## src/rtl/uart_tx_fifo.sv

```systemverilog
// uart_tx_fifo: FIFO-buffered UART transmitter, LSB-first, configurable data/parity/stop.
// Latency: a byte written into an empty FIFO while idle starts its start bit on the next edge.
// Backpressure: full is decoded from registered level; writes while full are dropped and flagged by overrun.
// Optional feature: define UART_TX_BREAK_EN to add the brk line-break input.
module uart_tx_fifo #(
  parameter int CLK_FREQ   = 27000000,
  parameter int BAUD       = 115200,
  parameter int DATA_BITS  = 8,
  parameter int PARITY     = 0,
  parameter int STOP_BITS  = 1,
  parameter int FIFO_DEPTH = 16
) (
  input  logic                              clk,
  input  logic                              rst_n,
  input  logic [7:0]                        din,
  input  logic                              wr_en,
`ifdef UART_TX_BREAK_EN
  input  logic                              brk,
`endif
  output logic                              full,
  output logic [$clog2(FIFO_DEPTH+1)-1:0]   level,
  output logic                              overrun,
  output logic                              tx_busy,
  output logic                              tx_p
);

  localparam int DIV = CLK_FREQ / BAUD;
  localparam int CW  = (DIV > 1) ? $clog2(DIV) : 1;
  localparam int AW  = $clog2(FIFO_DEPTH);
  localparam int LW  = $clog2(FIFO_DEPTH + 1);
  localparam logic [CW-1:0] CNT_MAX  = CW'(DIV - 1);
  localparam logic [LW-1:0] LVL_FULL = LW'(FIFO_DEPTH);
  localparam logic [7:0]    DMASK    = 8'((1 << DATA_BITS) - 1);

  typedef enum logic [2:0] {
    S_IDLE, S_START, S_DATA, S_PAR, S_STOP, S_BRK, S_MAB
  } state_t;

  logic [7:0]    r_mem [FIFO_DEPTH];
  logic [AW-1:0] r_wptr;
  logic [AW-1:0] r_rptr;
  logic [LW-1:0] r_level;
  logic          r_overrun;

  state_t        r_state;
  logic [CW-1:0] r_cnt;
  logic [2:0]    r_idx;
  logic [7:0]    r_sh;
  logic          r_par;
  logic          r_tx;
  logic          r_busy;

  logic          w_tick;
  logic          w_empty;
  logic          w_full;
  logic          w_push;
  logic          w_stop_end;
  logic          w_slot;
  logic          w_brk;
  logic          w_pop;
  logic [7:0]    w_head;
  logic          w_head_par;

  assign w_tick     = (r_cnt == CNT_MAX);
  assign w_empty    = (r_level == '0);
  assign w_full     = (r_level == LVL_FULL);
  assign w_push     = wr_en && !w_full;
  assign w_stop_end = (r_state == S_STOP) && w_tick && (r_idx == 3'(STOP_BITS - 1));
  assign w_head     = r_mem[r_rptr];
  // Even parity is the XOR of the transmitted data bits; odd is its inverse.
  assign w_head_par = (PARITY == 1) ? ~(^(w_head & DMASK)) : ^(w_head & DMASK);

`ifdef UART_TX_BREAK_EN
  // A pending break blocks pops; the end of mark-after-break is also a pop slot.
  assign w_brk  = brk;
  assign w_slot = (r_state == S_IDLE) || w_stop_end || ((r_state == S_MAB) && w_tick);
`else
  assign w_brk  = 1'b0;
  assign w_slot = (r_state == S_IDLE) || w_stop_end;
`endif

  assign w_pop = w_slot && !w_empty && !w_brk;

  assign full    = w_full;
  assign level   = r_level;
  assign overrun = r_overrun;
  assign tx_busy = r_busy;
  assign tx_p    = r_tx;

  // FIFO storage: no reset needed, pointers define validity.
  always_ff @(posedge clk) begin
    if (w_push) r_mem[r_wptr] <= din;
  end

  // FIFO pointers, occupancy and the overrun pulse.
  always_ff @(posedge clk or negedge rst_n) begin
    if (!rst_n) begin
      r_wptr    <= '0;
      r_rptr    <= '0;
      r_level   <= '0;
      r_overrun <= 1'b0;
    end else begin
      r_overrun <= wr_en && w_full;
      if (w_push) r_wptr <= r_wptr + 1'b1;
      if (w_pop)  r_rptr <= r_rptr + 1'b1;
      if (w_push && !w_pop)      r_level <= r_level + 1'b1;
      else if (!w_push && w_pop) r_level <= r_level - 1'b1;
    end
  end

  // Frame FSM: bit timer restarts on every pop so each bit lasts exactly DIV cycles.
  always_ff @(posedge clk or negedge rst_n) begin
    if (!rst_n) begin
      r_state <= S_IDLE;
      r_cnt   <= '0;
      r_idx   <= '0;
      r_sh    <= '0;
      r_par   <= 1'b0;
      r_tx    <= 1'b1;
      r_busy  <= 1'b0;
    end else begin
      if ((r_state == S_IDLE) || (r_state == S_BRK) || w_tick) r_cnt <= '0;
      else                                                     r_cnt <= r_cnt + 1'b1;

      case (r_state)
        S_IDLE: begin
          r_tx <= 1'b1;
          if (w_brk) begin
            r_tx    <= 1'b0;
            r_busy  <= 1'b1;
            r_state <= S_BRK;
          end else if (w_pop) begin
            r_sh    <= w_head;
            r_par   <= w_head_par;
            r_idx   <= '0;
            r_tx    <= 1'b0;
            r_busy  <= 1'b1;
            r_state <= S_START;
          end
        end
        S_START: if (w_tick) begin
          r_tx    <= r_sh[0];
          r_state <= S_DATA;
        end
        S_DATA: if (w_tick) begin
          if (r_idx != 3'(DATA_BITS - 1)) begin
            r_sh  <= r_sh >> 1;
            r_tx  <= r_sh[1];
            r_idx <= r_idx + 1'b1;
          end else if (PARITY != 0) begin
            r_tx    <= r_par;
            r_state <= S_PAR;
          end else begin
            r_tx    <= 1'b1;
            r_idx   <= '0;
            r_state <= S_STOP;
          end
        end
        S_PAR: if (w_tick) begin
          r_tx    <= 1'b1;
          r_idx   <= '0;
          r_state <= S_STOP;
        end
        S_STOP: if (w_tick) begin
          if (!w_stop_end) begin
            r_idx <= r_idx + 1'b1;
          end else if (w_pop) begin
            r_sh    <= w_head;
            r_par   <= w_head_par;
            r_idx   <= '0;
            r_tx    <= 1'b0;
            r_state <= S_START;
          end else begin
            r_busy  <= 1'b0;
            r_state <= S_IDLE;
          end
        end
`ifdef UART_TX_BREAK_EN
        S_BRK: if (!brk) begin
          r_tx    <= 1'b1;
          r_state <= S_MAB;
        end
        S_MAB: if (w_tick) begin
          if (w_pop) begin
            r_sh    <= w_head;
            r_par   <= w_head_par;
            r_idx   <= '0;
            r_tx    <= 1'b0;
            r_state <= S_START;
          end else begin
            r_busy  <= 1'b0;
            r_state <= S_IDLE;
          end
        end
`endif
        default: begin
          r_tx    <= 1'b1;
          r_busy  <= 1'b0;
          r_state <= S_IDLE;
        end
      endcase
    end
  end

endmodule
```

## config.mk

```make
export PLATFORM = sky130hd
export DESIGN_NAME = uart_tx_fifo
export DESIGN_NICKNAME = d
export VERILOG_FILES = /design/src/rtl/uart_tx_fifo.sv
export SDC_FILE = /design/constraint.sdc
export NUM_CORES = 1
export LEC_CHECK = 0
export ABC_AREA = 1
export BUFFER_PORTS_ARGS = -buffer_cell sky130_fd_sc_hd__buf_2
export CORE_MARGIN = 1.5
export CORE_UTILIZATION = 70
export CTS_BUF_LIST = sky130_fd_sc_hd__clkbuf_2 sky130_fd_sc_hd__clkbuf_4 sky130_fd_sc_hd__clkbuf_8
export DETAILED_ROUTE_END_ITERATION = 8
export PLACE_DENSITY = 0.88
export SETUP_SLACK_MARGIN = 0.5
export SYNTH_ARGS = -nofsm -noshare
export SYNTH_HDL_FRONTEND = slang
export SYNTH_SLANG_ARGS = --single-unit
```

## constraint.sdc

```tcl
create_clock -name clk -period 6.9 [get_ports clk]
set_clock_uncertainty 0.15 [all_clocks]
set_input_delay 1.035 -clock clk [delete_from_list [all_inputs] [get_ports clk]]
set_output_delay 1.035 -clock clk [all_outputs]
set_load 0.05 [all_outputs]
```

==> results list, run 1 <==
- Status: finished, violations left
* Failing checks: DRC
- Global route total overflow: 0
- Period minus WS final: 3.22 ns
- Synthesized netlist net count: 791
* Core area: 10400 um^2
- Placer Congestion: 0.872
- Distinct cells, synth: 35
- Global-route wire length before repair: 26300 um
* Leakage power: 3.53 nW
* Post-synth top area cell: sky130_fd_sc_hd__edfxtp_1
- The number of placed instances, taps included, is 897.
* Post-CTS setup-driven buffer insertion count: 0
* Routed wire length: 16600 um
- Final hold violations: 0
- Detailed placement finished with a half-perimeter wire length of 10500 um.
- Yosys top cell area share: 51.0%
- Number of nets in the layout: 806
- DRC violation count after routing: 1
* Post-route non-filler standard cell count: 929
- Initial detailed-routing violation count: 710
* Worst setup timing slack at the placement stage: 3.85 ns
- Clock sink count: 166
- Synthesis inferred 166 register bits.
- At the worst endpoint, the arrival time is 3.45 ns.
- At the worst endpoint, the required time is 7.13 ns.
- Number of hold-repair buffers added at the cts stage: 0
- Pin count of the biggest net entering global routing: 68
- STA classifies the critical path endpoint as a flop.
* Cells after Synth: 765
- Ys Warns: 0
* Die Span X: 107 um
- Across the VDD grid, the largest voltage drop is 0.228 mV.
- Of the cells placed in the final design, the portion with a size suffix greater than 1 is 9.46%.
- Number of enable flip-flop cells after synthesis: 128
* Portion of the clock cycle consumed by the worst path in the final layout: 46.6%
- TritonCTS Buffers: 17
- At the pin with the least slew margin, the transition time is 1.11 ns.
* Pwr dens: 283 nW/um^2
* Top FF cell, synth: sky130_fd_sc_hd__edfxtp_1
* Biggest area contributors in the synthesized netlist: sky130_fd_sc_hd__edfxtp_1 (51%), sky130_fd_sc_hd__nand2_1 (12%), sky130_fd_sc_hd__dfrtp_1 (12%)
* Post-Synthesis Mean Instance Area: 9.85 um^2
- Post-route setup TNS: 0 ns
* Worst hold path class: reg2reg
* Clock-pin slew on the worst setup and hold paths: 0.08 ns
* H-tree lvl count: 4
* Placed Area: 7710 um^2
- Of the synthesized area, sequential elements account for 63.6%.
- Max-cap violations: 0
* Maximum operating frequency: 311 MHz
- Summing every instance area after synthesis gives 7540 um^2.
- The later pin in the worst-skew pair is clocked with a latency of 0.44 ns.
- STA classifies the critical path startpoint as a flop.
- Full die area: 11400 um^2
* Slew headroom: 26.1%
- Post-DRT Antenna Nets: 0
- The initial antenna violation count was 0.
- Post-route setup slack: 3.68 ns
- Vias post-DR: 5463
- No sink is reached through more buffers than the 2 on the longest clock path.
* Summed area of non-filler cells in the final layout: 8110 um^2
* Ratio of routed vias to standard cells: 5.88
- CTS tree: built
- Maximum fanout along the worst path: 67
- Area delta synth->final: 7.67%
- Pin placement for this block handled 20 I/O pins.
- Number of iterations in the first detailed-routing pass: 9
- Cell Rows: 37
- Overall global routing resource usage: 31.3%
* Root Driver: sky130_fd_sc_hd__clkbuf_8
* Initial core utilization: 72.7%
- Highest-count cells in the layout ignoring fill and taps: sky130_fd_sc_hd__nand2_1 (249), sky130_fd_sc_hd__edfxtp_1 (128), sky130_fd_sc_hd__nand3_1 (106), sky130_fd_sc_hd__inv_1 (88), sky130_fd_sc_hd__nor2_1 (39)
- Total of endpoints with negative setup slack in the final report: 0
- Buffers placed on the I/O ports in this run total 19.
- In the synthesized netlist the async set-or-reset flop fraction comes to 22.9%.
- Post-CTS repair changed the size of 0 cells.
- The die is 107 um tall.
* Number of pins exceeding their max-slew limit in the final report: 0
- Most frequent standard cell in the layout excluding fill and tap cells: sky130_fd_sc_hd__nand2_1
* Crit path kind: reg2reg
- Setup repair after global routing missed its margin: false
- Number of diodes added for antenna fixing: 0
- Number of global-route vias before repair: 5354
- Post-detailed-route wirelength per cell: 17.9 um
- For this run, the share of the core covered by cells in the final layout is 78.2%.
[cell type report]
type | instances | area [um^2]
Fill cell | 635 | 2260
Sequential cell | 166 | 4800
Inverter | 95 | 357
Timing Repair Buffer | 22 | 118
Multi-Input combinational cell | 478 | 2270
Clock buffer | 19 | 249
Clock inverter | 13 | 158
Tap cell | 136 | 170
[cells in the mapped netlist (2+ instances only)]
cell                       count
sky130_fd_sc_hd__ha_1         14
sky130_fd_sc_hd__o22ai_1       2
sky130_fd_sc_hd__nand2_2       4
sky130_fd_sc_hd__nor2_4        2
sky130_fd_sc_hd__clkinv_1      2
sky130_fd_sc_hd__nand3_1     106
sky130_fd_sc_hd__nor3b_1       3
sky130_fd_sc_hd__or2_1         2
sky130_fd_sc_hd__buf_2        16
sky130_fd_sc_hd__nand2_1     249
sky130_fd_sc_hd__nor2_2        2
sky130_fd_sc_hd__or2_2         6
sky130_fd_sc_hd__o21ai_0      15
sky130_fd_sc_hd__edfxtp_1    128
sky130_fd_sc_hd__nand4_1       4
sky130_fd_sc_hd__a21oi_1       5
sky130_fd_sc_hd__nor3_1        3
sky130_fd_sc_hd__inv_1        89
sky130_fd_sc_hd__o21ai_1       4
sky130_fd_sc_hd__xor2_1        8
sky130_fd_sc_hd__dfrtp_1      37
sky130_fd_sc_hd__nand2_4       2
sky130_fd_sc_hd__nor2_1       39
sky130_fd_sc_hd__clkbuf_1      9
sky130_fd_sc_hd__inv_2         4
[routing by layer]
| layer | track usage (%) | wire length (um) | up-vias |
|---|---|---|---|
| li1 | - | - | 2515 |
| met1 | 39.5 | 6230 | 2582 |
| met2 | 52.6 | 8390 | 312 |
| met3 | 6.99 | 1470 | 54 |
| met4 | 13.2 | 523 | 0 |
| met5 | 0 | 0 | - |
[kinds of logic (layout without fill, tap and decap cells)]
group | Yosys count | in the layout | share of synthesized area [%]
AO/OA/AOI/OAI | 30 | 30 | 2.26
XOR/XNOR | 9 | 9 | 1.05
adder cells (fa/ha/maj) | 15 | 15 | 2.59
buffers and inverters | 121 | 149 | 6.29
flip-flops | 166 | 166 | 63.6
AND/OR/NAND/NOR | 424 | 424 | 24.2
[critical path, stage by stage, from the launching register on]
cell and delay, ns:
sky130_fd_sc_hd__dfrtp_2 0.34, sky130_fd_sc_hd__buf_4 0.55, sky130_fd_sc_hd__clkinv_1 0.75, sky130_fd_sc_hd__buf_4 0.52, sky130_fd_sc_hd__nand2_1 0.12, sky130_fd_sc_hd__nand3_1 0.08, sky130_fd_sc_hd__nand3_1 0.20, sky130_fd_sc_hd__nand3_1 0.14
sky130_fd_sc_hd__nand3_1 0.13, sky130_fd_sc_hd__nand3_1 0.08, sky130_fd_sc_hd__nand2_1 0.08
[worst paths after layout]
kind,start,end,slack (ns),cells after the start
max,r_rptr[0]$_DFFE_PN0P_,r_sh[3]$_DFFE_PN0P_,3.68,10
min,r_sh[6]$_DFFE_PN0P_,r_sh[6]$_DFFE_PN0P_,0.34,2
max reg2reg,r_rptr[0]$_DFFE_PN0P_,r_sh[3]$_DFFE_PN0P_,3.68,10
min reg2reg,r_sh[6]$_DFFE_PN0P_,r_sh[6]$_DFFE_PN0P_,0.34,2
max in group asynchronous,rst_n,r_rptr[0]$_DFFE_PN0P_,5.47,1
min in group asynchronous,rst_n,r_rptr[2]$_DFFE_PN0P_,0.55,1
[power by group]
part | internal (mW) | switching, mW
clock network | 0.363 | 0.343
logic | 0.0875 | 0.267
registers | 1.19 | 0.0478
total | 1.64 | 0.658
[sequential cells by signal, indices dropped and copies added (netlist names)]
| name | flops |
|---|---|
| r_idx | 3 |
| r_state | 3 |
| level | 5 |
| r_sh | 8 |
| overrun | 1 |
| tx_busy | 1 |
| r_cnt | 8 |
| r_mem | 128 |
| tx_p | 1 |
| r_wptr | 4 |
| r_rptr | 4 |
[through the flow]
| stage | hold WS [ns] | power (mW) |
|---|---|---|
| 2_1_floorplan | 0.292 | 1.48 |
| 3_3_place_gp | 0.304 | 1.58 |
| 3_5_place_dp | 0.317 | 1.60 |
| 4_1_cts | 0.338 | 2.29 |
| 5_1_grt | 0.363 | 2.38 |
| 6_report | 0.338 | 2.29 |
No activity file was read; power rests on OpenSTA's default activity.
==> inputs of run 2 (changes only) <==
- CORE_UTILIZATION: 70 -> 65
- PLACE_DENSITY: 0.88 -> 0.83
- clock period: 6.9 -> 3.1 ns (I/O delays scaled with it)
==> run 2 against run 1 <==
  * Clock power up 130%
  * Critical endpoint is now level[4]$_DFFE_PN0P_
  * Die area up 7.5%
  * Flip-flop and latch count unchanged
  * Worst setup slack worse by 3.1 ns
  * Register-to-register slack worse by 3.1 ns
  * Combinational power up 130%
  * Sequential power up 120%
  * Non-clock buffer count up 7
  * Power up 130%
  * Routed wire length down 6.0%
  * Count of clock-buffer cells in the layout down 2
  * Worst hold slack worse by 0.26 ns
  * The flow now finishes without violations
==> results list, run 2 (same netlist as run 1, synthesis figures left out) <==
- The clock period minus final worst setup slack is 2.52 ns (-0.698 ns).
- The vertical extent of the die is 111 um (+3.7%).
* Initial core utilization: 66.3% (-6.4 points)
* Max reg flops: 128 (unchanged)
* Worst setup timing slack at the placement stage: 0.490 ns (-3.36 ns)
- The hold violation count in the final report was 0 (unchanged).
- The number of detailed-route iterations in the first pass came to 5 (-4).
- The total negative setup slack is 0 ns (unchanged).
- The signal on the critical path passes through ha_1, nand3_1, nor2_4, nand2_2, nand2_4, nand2_8, ha_4, inv_2, fa_2, nand2_1, a21oi_2, o21ai_1, nand3_1, xor2_1.
- Top flop regs: r_mem (128), r_cnt (8), r_sh (8)
* Portion of the clock cycle consumed by the worst path in the final layout: 81.3% (+35 points)
- Routed wire length: 15600 um (-6.0%)
- The count of buffering cells on the critical path with inverters included is 1 (-2).
- The initial antenna violation count is 0 (unchanged).
- Tightest hold margin: 0.0819 ns (-0.257 ns)
- The number of endpoints failing setup at the final stage was 0 (unchanged).
* Met1 demand-to-capacity share in global routing: 33.1% (-6.4 points)
* CP max stage delay: 0.42 ns (-0.33 ns)
* Number of nets in the layout: 813 (+0.87%)
- Cell Rows: 39 (+5.4%)
- Register-to-register setup slack: 0.58 ns (-3.10 ns)
- Maximum fanout along the worst path: 10 (-85%)
- Setup repair after global routing missed its margin: true
- The routability congestion estimate from global placement is 0.994 (+14%).
- The top cell types in the final layout, fill and taps aside, are sky130_fd_sc_hd__nand2_1 (247), sky130_fd_sc_hd__edfxtp_1 (128), sky130_fd_sc_hd__nand3_1 (105), sky130_fd_sc_hd__inv_1 (86), sky130_fd_sc_hd__nor2_1 (37).
- Core area: 11400 um^2 (+9.6%)
* Post-DRT Antenna Nets: 0 (unchanged)
* Maximum operating frequency: 397 MHz (+28%)
* Multi-input gate area in the final layout: 2330 um^2 (+2.9%)
- The max-slew headroom at the worst pin was 43.3% (+17 points).
- Grouping stages by cell kind, the critical path spends the most delay in adder cells.
- The count of input and output buffers was 19 (unchanged).
- TritonCTS Buffers: 17 (unchanged)
- Type of element launching the critical path: flop
- The total routing usage reported by global routing came to 26.8% (-4.5 points).
- The post-route standard cell area excluding fillers is 8280 um^2 (+2.0%).
- The via count is 5358 (-1.9%).
- The power per standard cell area is 627 nW/um^2 (+120%).
- Compared with the post-synthesis result, the final layout area differs by 9.86%.
- The leakage power is 3.57 nW (+1.1%).
- Max rail drop VDD: 0.537 mV (+140%)
- Sum of net half-perimeters after detailed placement: 10100 um (-4.1%)
* CP max stage cell: sky130_fd_sc_hd__dfrtp_1
* DRC violation count after routing: 0 (-1)
- Counting flops per register, the top entry is r_mem.
- Full die area: 12200 um^2 (+7.5%)
* Number of diodes added for antenna fixing: 0 (unchanged)
- The average vias per placed instance came to 5.68 (-3.4%).
- After global routing, the most crowded layer is met2.
* GRT met2 Usage: 45.7% (-6.9 points)
- Post-route setup slack: 0.581 ns (-3.10 ns)
- The maximum level of the CTS H-tree was 4 (unchanged).
* Clock-pin slew on the worst setup and hold paths: 0.08 ns (about the same)
- The tree is rooted in a sky130_fd_sc_hd__clkbuf_8.
- Sequential Area: 4800 um^2 (+0.13%)
- TritonCTS built the clock tree.
- Number of global-route vias before repair: 5261 (-1.7%)
* Worst hold path class: in2reg
- The layout cell share with drive strength beyond 1 is 12.3% (+2.8 points).
- The width of the die came to 111 um (+3.7%).
* Pin slew with the least headroom to its limit: 0.851 ns (-0.256 ns)
- The insertion delay to the later sink of the worst-skew pair is 0.46 ns (+0.02 ns).
- The max-slew violation count is 0 (unchanged).
- The final-layout fill cell count is 759 (+20%).
- The detailed router's first-iteration violation count was 406 (-43%).
* Setup crit end kind: flop
* Post-detailed-route wirelength per cell: 16.6 um (-7.3%)
* Max clock buf depth: 2 (unchanged)
- Most frequent standard cell in the layout excluding fill and tap cells: sky130_fd_sc_hd__nand2_1
- Cell repeated most along the worst path: sky130_fd_sc_hd__nand3_1
* Arrival @ worst endpoint: 2.72 ns (-0.73 ns)
* WP data required: 3.30 ns (-3.83 ns)
- Max-cap violations: 0 (unchanged)
* IO Pins: 20 (unchanged)
* Status: finished clean
* Placed Area: 7790 um^2 (+1.1%)
- Crit path kind: reg2reg
- Global route total overflow: 0 (unchanged)
- Pin count of the biggest net entering global routing: 67 (-1.5%)
- The TritonCTS sink count is 166 (unchanged).
* Global-route track usage on met3: 6.01% (-0.98 points)
- Global-route wire length before repair: 25200 um (-4.4%)
run 2: cell type report:
cell class                      count  share of cell area (%)
Inverter                           95                    4.35
Timing Repair Buffer               29                    2.24
Clock buffer                       17                    2.83
Tap cell                          143                    2.16
Clock inverter                     15                    2.25
Multi-Input combinational cell    478                    28.2
Sequential cell                   166                    58.0
run 2: power by group:
part | internal (mW) | switching [mW] | total (mW) | leakage (nW)
sequential | 2.65 | 0.109 | 2.75 | 1.61
combinational | 0.221 | 0.589 | 0.810 | 1.75
clock | 0.865 | 0.761 | 1.63 | 0.204
total | 3.73 | 1.46 | 5.19 | 3.57
run 2: what timing repair did:
action / in CTS / in global routing
endpoints found under the setup margin: 2 / 6
resized for setup: 0 / 7
endpoints found under the hold margin: 37 / 0
hold buffers: 1 / 0
pin swaps: 1 / 3
setup buffers: 1 / 2
cloned: 0 / 0
run 2: worst min-delay path, cell delays in order:
cell,delay [ns]
sky130_fd_sc_hd__buf_2,0.11
sky130_fd_sc_hd__inv_1,0.04
sky130_fd_sc_hd__nor2_1,0.04
run 2: per-stage QoR:
step	cells	utilization [%]	power (mW)
CTS	941	72.4	5.18
finish	943	72.8	5.19
floorplan	765	-	3.35
global route	943	72.8	5.39
global placement	907	68.5	3.54
detailed placement	907	68.5	3.59
run 2: worst paths after layout:
kind                                     startpoint              endpoint  cells past startpoint
worst max-delay path             r_cnt[0]$_DFF_PN0_  level[4]$_DFFE_PN0P_                     14
worst min-delay path                          wr_en     overrun$_DFF_PN0_                      3
worst max register to register   r_cnt[0]$_DFF_PN0_  level[4]$_DFFE_PN0P_                     14
worst min register to register  r_sh[6]$_DFFE_PN0P_   r_sh[6]$_DFFE_PN0P_                      2
max in group asynchronous                     rst_n  level[0]$_DFFE_PN0P_                      2
min in group asynchronous                     rst_n   r_sh[2]$_DFFE_PN0P_                      2
run 2: routing by layer:
layer / routed length [um] / up-vias / share of wire, %
met5: 0 / - / 0
met4: 374 / 0 / 2.4
met3: 976 / 36 / 6.2
met2: 8110 / 209 / 52
met1: 6170 / 2580 / 39
li1: - / 2533 / -
==> inputs of run 3 (changes only) <==
- clock period: 3.1 -> 2.45 ns (I/O delays scaled with it)
==> run 3 against run 2 <==
  * First-iteration DRC count up 45%
  * Critical endpoint unchanged
  * Worst hold slack got worse by 0.059 ns
  * Clock power is 18% higher
  * Highest routed layer unchanged
  * Critical path type unchanged
==> results list, run 3 (same netlist as run 1, synthesis figures left out) <==
* Power share of the sequential group: 50.8% (-2.3 points)
- The clock period minus final worst setup slack came to 2.42 ns (-0.102 ns).
* Maximum operating frequency: 414 MHz (+4.2%)
- The signal on the critical path passes through inv_2, ha_2, nand2_2, nor2_4, nand2_2, nand2_4, nand2_4, ha_4, inv_6, ha_1, inv_2, a21oi_2, o21ai_1, nand3_2, xor2_1.
- Worst-Skew Late Latency: 0.46 ns (about the same)
- Fraction of layout cells with a size suffix above 1: 21.7% (+9.5 points)
- The max-slew violation count was 0 (unchanged).
- The path class of the tightest hold or removal check is in2reg.
* Pin count of the biggest net entering global routing: 56 (-16%)
- The detailed router's first-iteration violation count was 589 (+45%).
- Switching fraction of total power: 31.3% (+3.1 points)
- Final hold violations: 0 (unchanged)
- Area delta synth->final: 16.7%
- CP max stage delay: 0.42 ns (about the same)
- Setup crit end kind: flop
* Core area: 11400 um^2 (unchanged)
* Total of endpoints with negative setup slack in the final report: 0 (unchanged)
- The final period utilization is 98.7% (+17 points).
- The maximum level of the CTS H-tree is 4 (unchanged).
- Pin slew with the least headroom to its limit: 0.919 ns (+0.0675 ns)
- Setup repair after global routing could not meet its margin everywhere.
- Root Driver: sky130_fd_sc_hd__clkbuf_8
* Overall Power: 6.83 mW (+32%)
- Chip height: 111 um (unchanged)
- Highest-count cells in the layout ignoring fill and taps: sky130_fd_sc_hd__nand2_1 (239), sky130_fd_sc_hd__edfxtp_1 (128), sky130_fd_sc_hd__nand3_1 (96), sky130_fd_sc_hd__inv_1 (79)
- Post-DRT Antenna Nets: 0 (unchanged)
* Tightest hold margin: 0.0229 ns (-0.0590 ns)
* Crit path kind: reg2reg
* Max reg flops: 128 (unchanged)
- Top flop regs: r_mem (128), r_cnt (8), r_sh (8)
* Number of global-route vias before repair: 5684 (+8.0%)
- The switching power of the nets is 2.13 mW (+46%).
* Post-route non-filler standard cell count: 971 (+3.0%)
* Arrival @ worst endpoint: 2.61 ns (-0.11 ns)
* Gate power share: 21.0% (+5.4 points)
- Max rail drop VDD: 1.01 mV (+89%)
* I/O Buffers: 19 (unchanged)
- The total internal power was 4.69 mW (+26%).
* Post-Place Cells: 912 (+0.55%)
- Number of diodes added for antenna fixing: 0 (unchanged)
- The total routing usage reported by global routing came to 29.9% (+3.1 points).
* TritonCTS Buffers: 17 (unchanged)
- Type of element launching the critical path: flop
* Ratio of routed vias to standard cells: 5.84 (+2.8%)
- The placed wire-length estimate came to 10800 um (+7.0%).
* Clock-pin slew on the worst setup and hold paths: 0.08 ns (about the same)
* Antenna violations before repair: 0 (unchanged)
- DRC violation count after routing: 0 (unchanged)
- The number of primary I/O pins was 20 (unchanged).
- The max-slew headroom at the worst pin was 38.8% (-4.5 points).
- Leaving out fill and tap cells, the most frequent cell in the layout is sky130_fd_sc_hd__nand2_1.
- Post-route setup TNS: 0 ns (unchanged)
* Vias post-DR: 5670 (+5.8%)
* Die Span X: 111 um (unchanged)
- The initial standard-cell utilization of the core was 66.3% (unchanged).
- Clock network power share: 28.2% (-3.1 points)
- TritonCTS built the clock tree.
* Status: finished clean
* Register with the highest flop count: r_mem
- Post-route setup slack: 0.0326 ns (-0.548 ns)
- The leakage power came to 3.74 nW (+4.6%).
- The net count of the finished layout came to 842 (+3.6%).
* Clock sink count: 166 (unchanged)
- The die outline area came to 12200 um^2 (unchanged).
* Placer Congestion: 0.891 (-10%)
- Maximum fanout along the worst path: 5 (-5)
* Pwr dens: 776 nW/um^2 (+24%)
- The post-placement worst setup slack was -0.000460 ns (-0.491 ns).
- Global route total overflow: 0 (unchanged)
- Global-route wire length before repair: 28000 um (+11%)
* WP data required: 2.64 ns (-0.66 ns)
- The number of detailed-route iterations in the first pass was 5 (unchanged).
- The slowest stage of the critical path is the sky130_fd_sc_hd__dfrtp_1 cell.
* Max clock buf depth: 2 (unchanged)
* Max-cap violations: 0 (unchanged)
* Cell Rows: 39 (unchanged)
* Routed wire length: 18100 um (+16%)
- Post-detailed-route wirelength per cell: 18.6 um (+13%)
-- run 3: power groups by stage --
stage                     logic [mW]  registers (mW)  clock network, mW
after floorplan                0.645            3.67                  0
after global placement          1.04            3.52                  0
after detailed placement        1.12            3.54                  0
after CTS                       1.28            3.47               1.92
after global routing            1.54            3.49               2.02
final                           1.43            3.47               1.93
-- run 3: repair_timing --
action                                 4_1_cts  5_1_grt
endpoints found under the hold margin       37        0
pin swaps                                   10       13
hold buffers                                 1        0
setup buffers                               13       13
cloned                                       0        1
setup endpoints to repair                  104      141
resized for setup                           27       40
-- run 3: layer usage --
| layer | share of wire (%) | GRT usage (%) | vias to the layer above |
|---|---|---|---|
| met2 | 51 | 51.6 | 304 |
| met1 | 37 | 36.4 | 2695 |
| met5 | 0 | 0 | - |
| met4 | 4.5 | 14.6 | 0 |
| li1 | - | - | 2602 |
| met3 | 7.6 | 5.74 | 69 |
-- run 3: cell type report --
cell class,instances,area [um^2]
Clock buffer,19,249
Multi-Input combinational cell,479,2590
Inverter,95,368
Clock inverter,12,130
Fill cell,683,2570
Sequential cell,166,4810
Tap cell,143,179
Timing Repair Buffer,57,479
-- run 3: path summary, 6_finish.rpt --
check                                     startpoint                     to  slack, ns  cells after the start
worst min-delay path                           wr_en      overrun$_DFF_PN0_       0.02                      3
max in group asynchronous                      rst_n  r_rptr[0]$_DFFE_PN0P_       1.09                      2
worst min register to register   r_sh[2]$_DFFE_PN0P_    r_sh[2]$_DFFE_PN0P_       0.34                      2
min in group asynchronous                      rst_n    r_sh[5]$_DFFE_PN0P_       0.42                      2
worst max register to register  r_idx[0]$_DFFE_PN0P_   level[4]$_DFFE_PN0P_       0.03                     15
worst max-delay path            r_idx[0]$_DFFE_PN0P_   level[4]$_DFFE_PN0P_       0.03                     15
-- run 3: worst max-delay path, delay by kind of cell (launching register included) --
| family | cells | cell delay (ns) |
|---|---|---|
| flip-flops | 1 | 0.42 |
| adder cells (fa/ha/maj) | 3 | 0.61 |
| AND/OR/NAND/NOR | 6 | 0.47 |
| AO/OA/AOI/OAI | 2 | 0.23 |
| XOR/XNOR | 1 | 0.15 |
| buffers and inverters | 3 | 0.26 |
-- run 3: through the flow --
stage / util [%] / area [um^2]
after floorplan: - / 7660
after global placement: 69.6 / 7910
after detailed placement: 69.6 / 7910
after CTS: 74.7 / 8500
after global routing: 77.4 / 8800
final: 77.4 / 8800
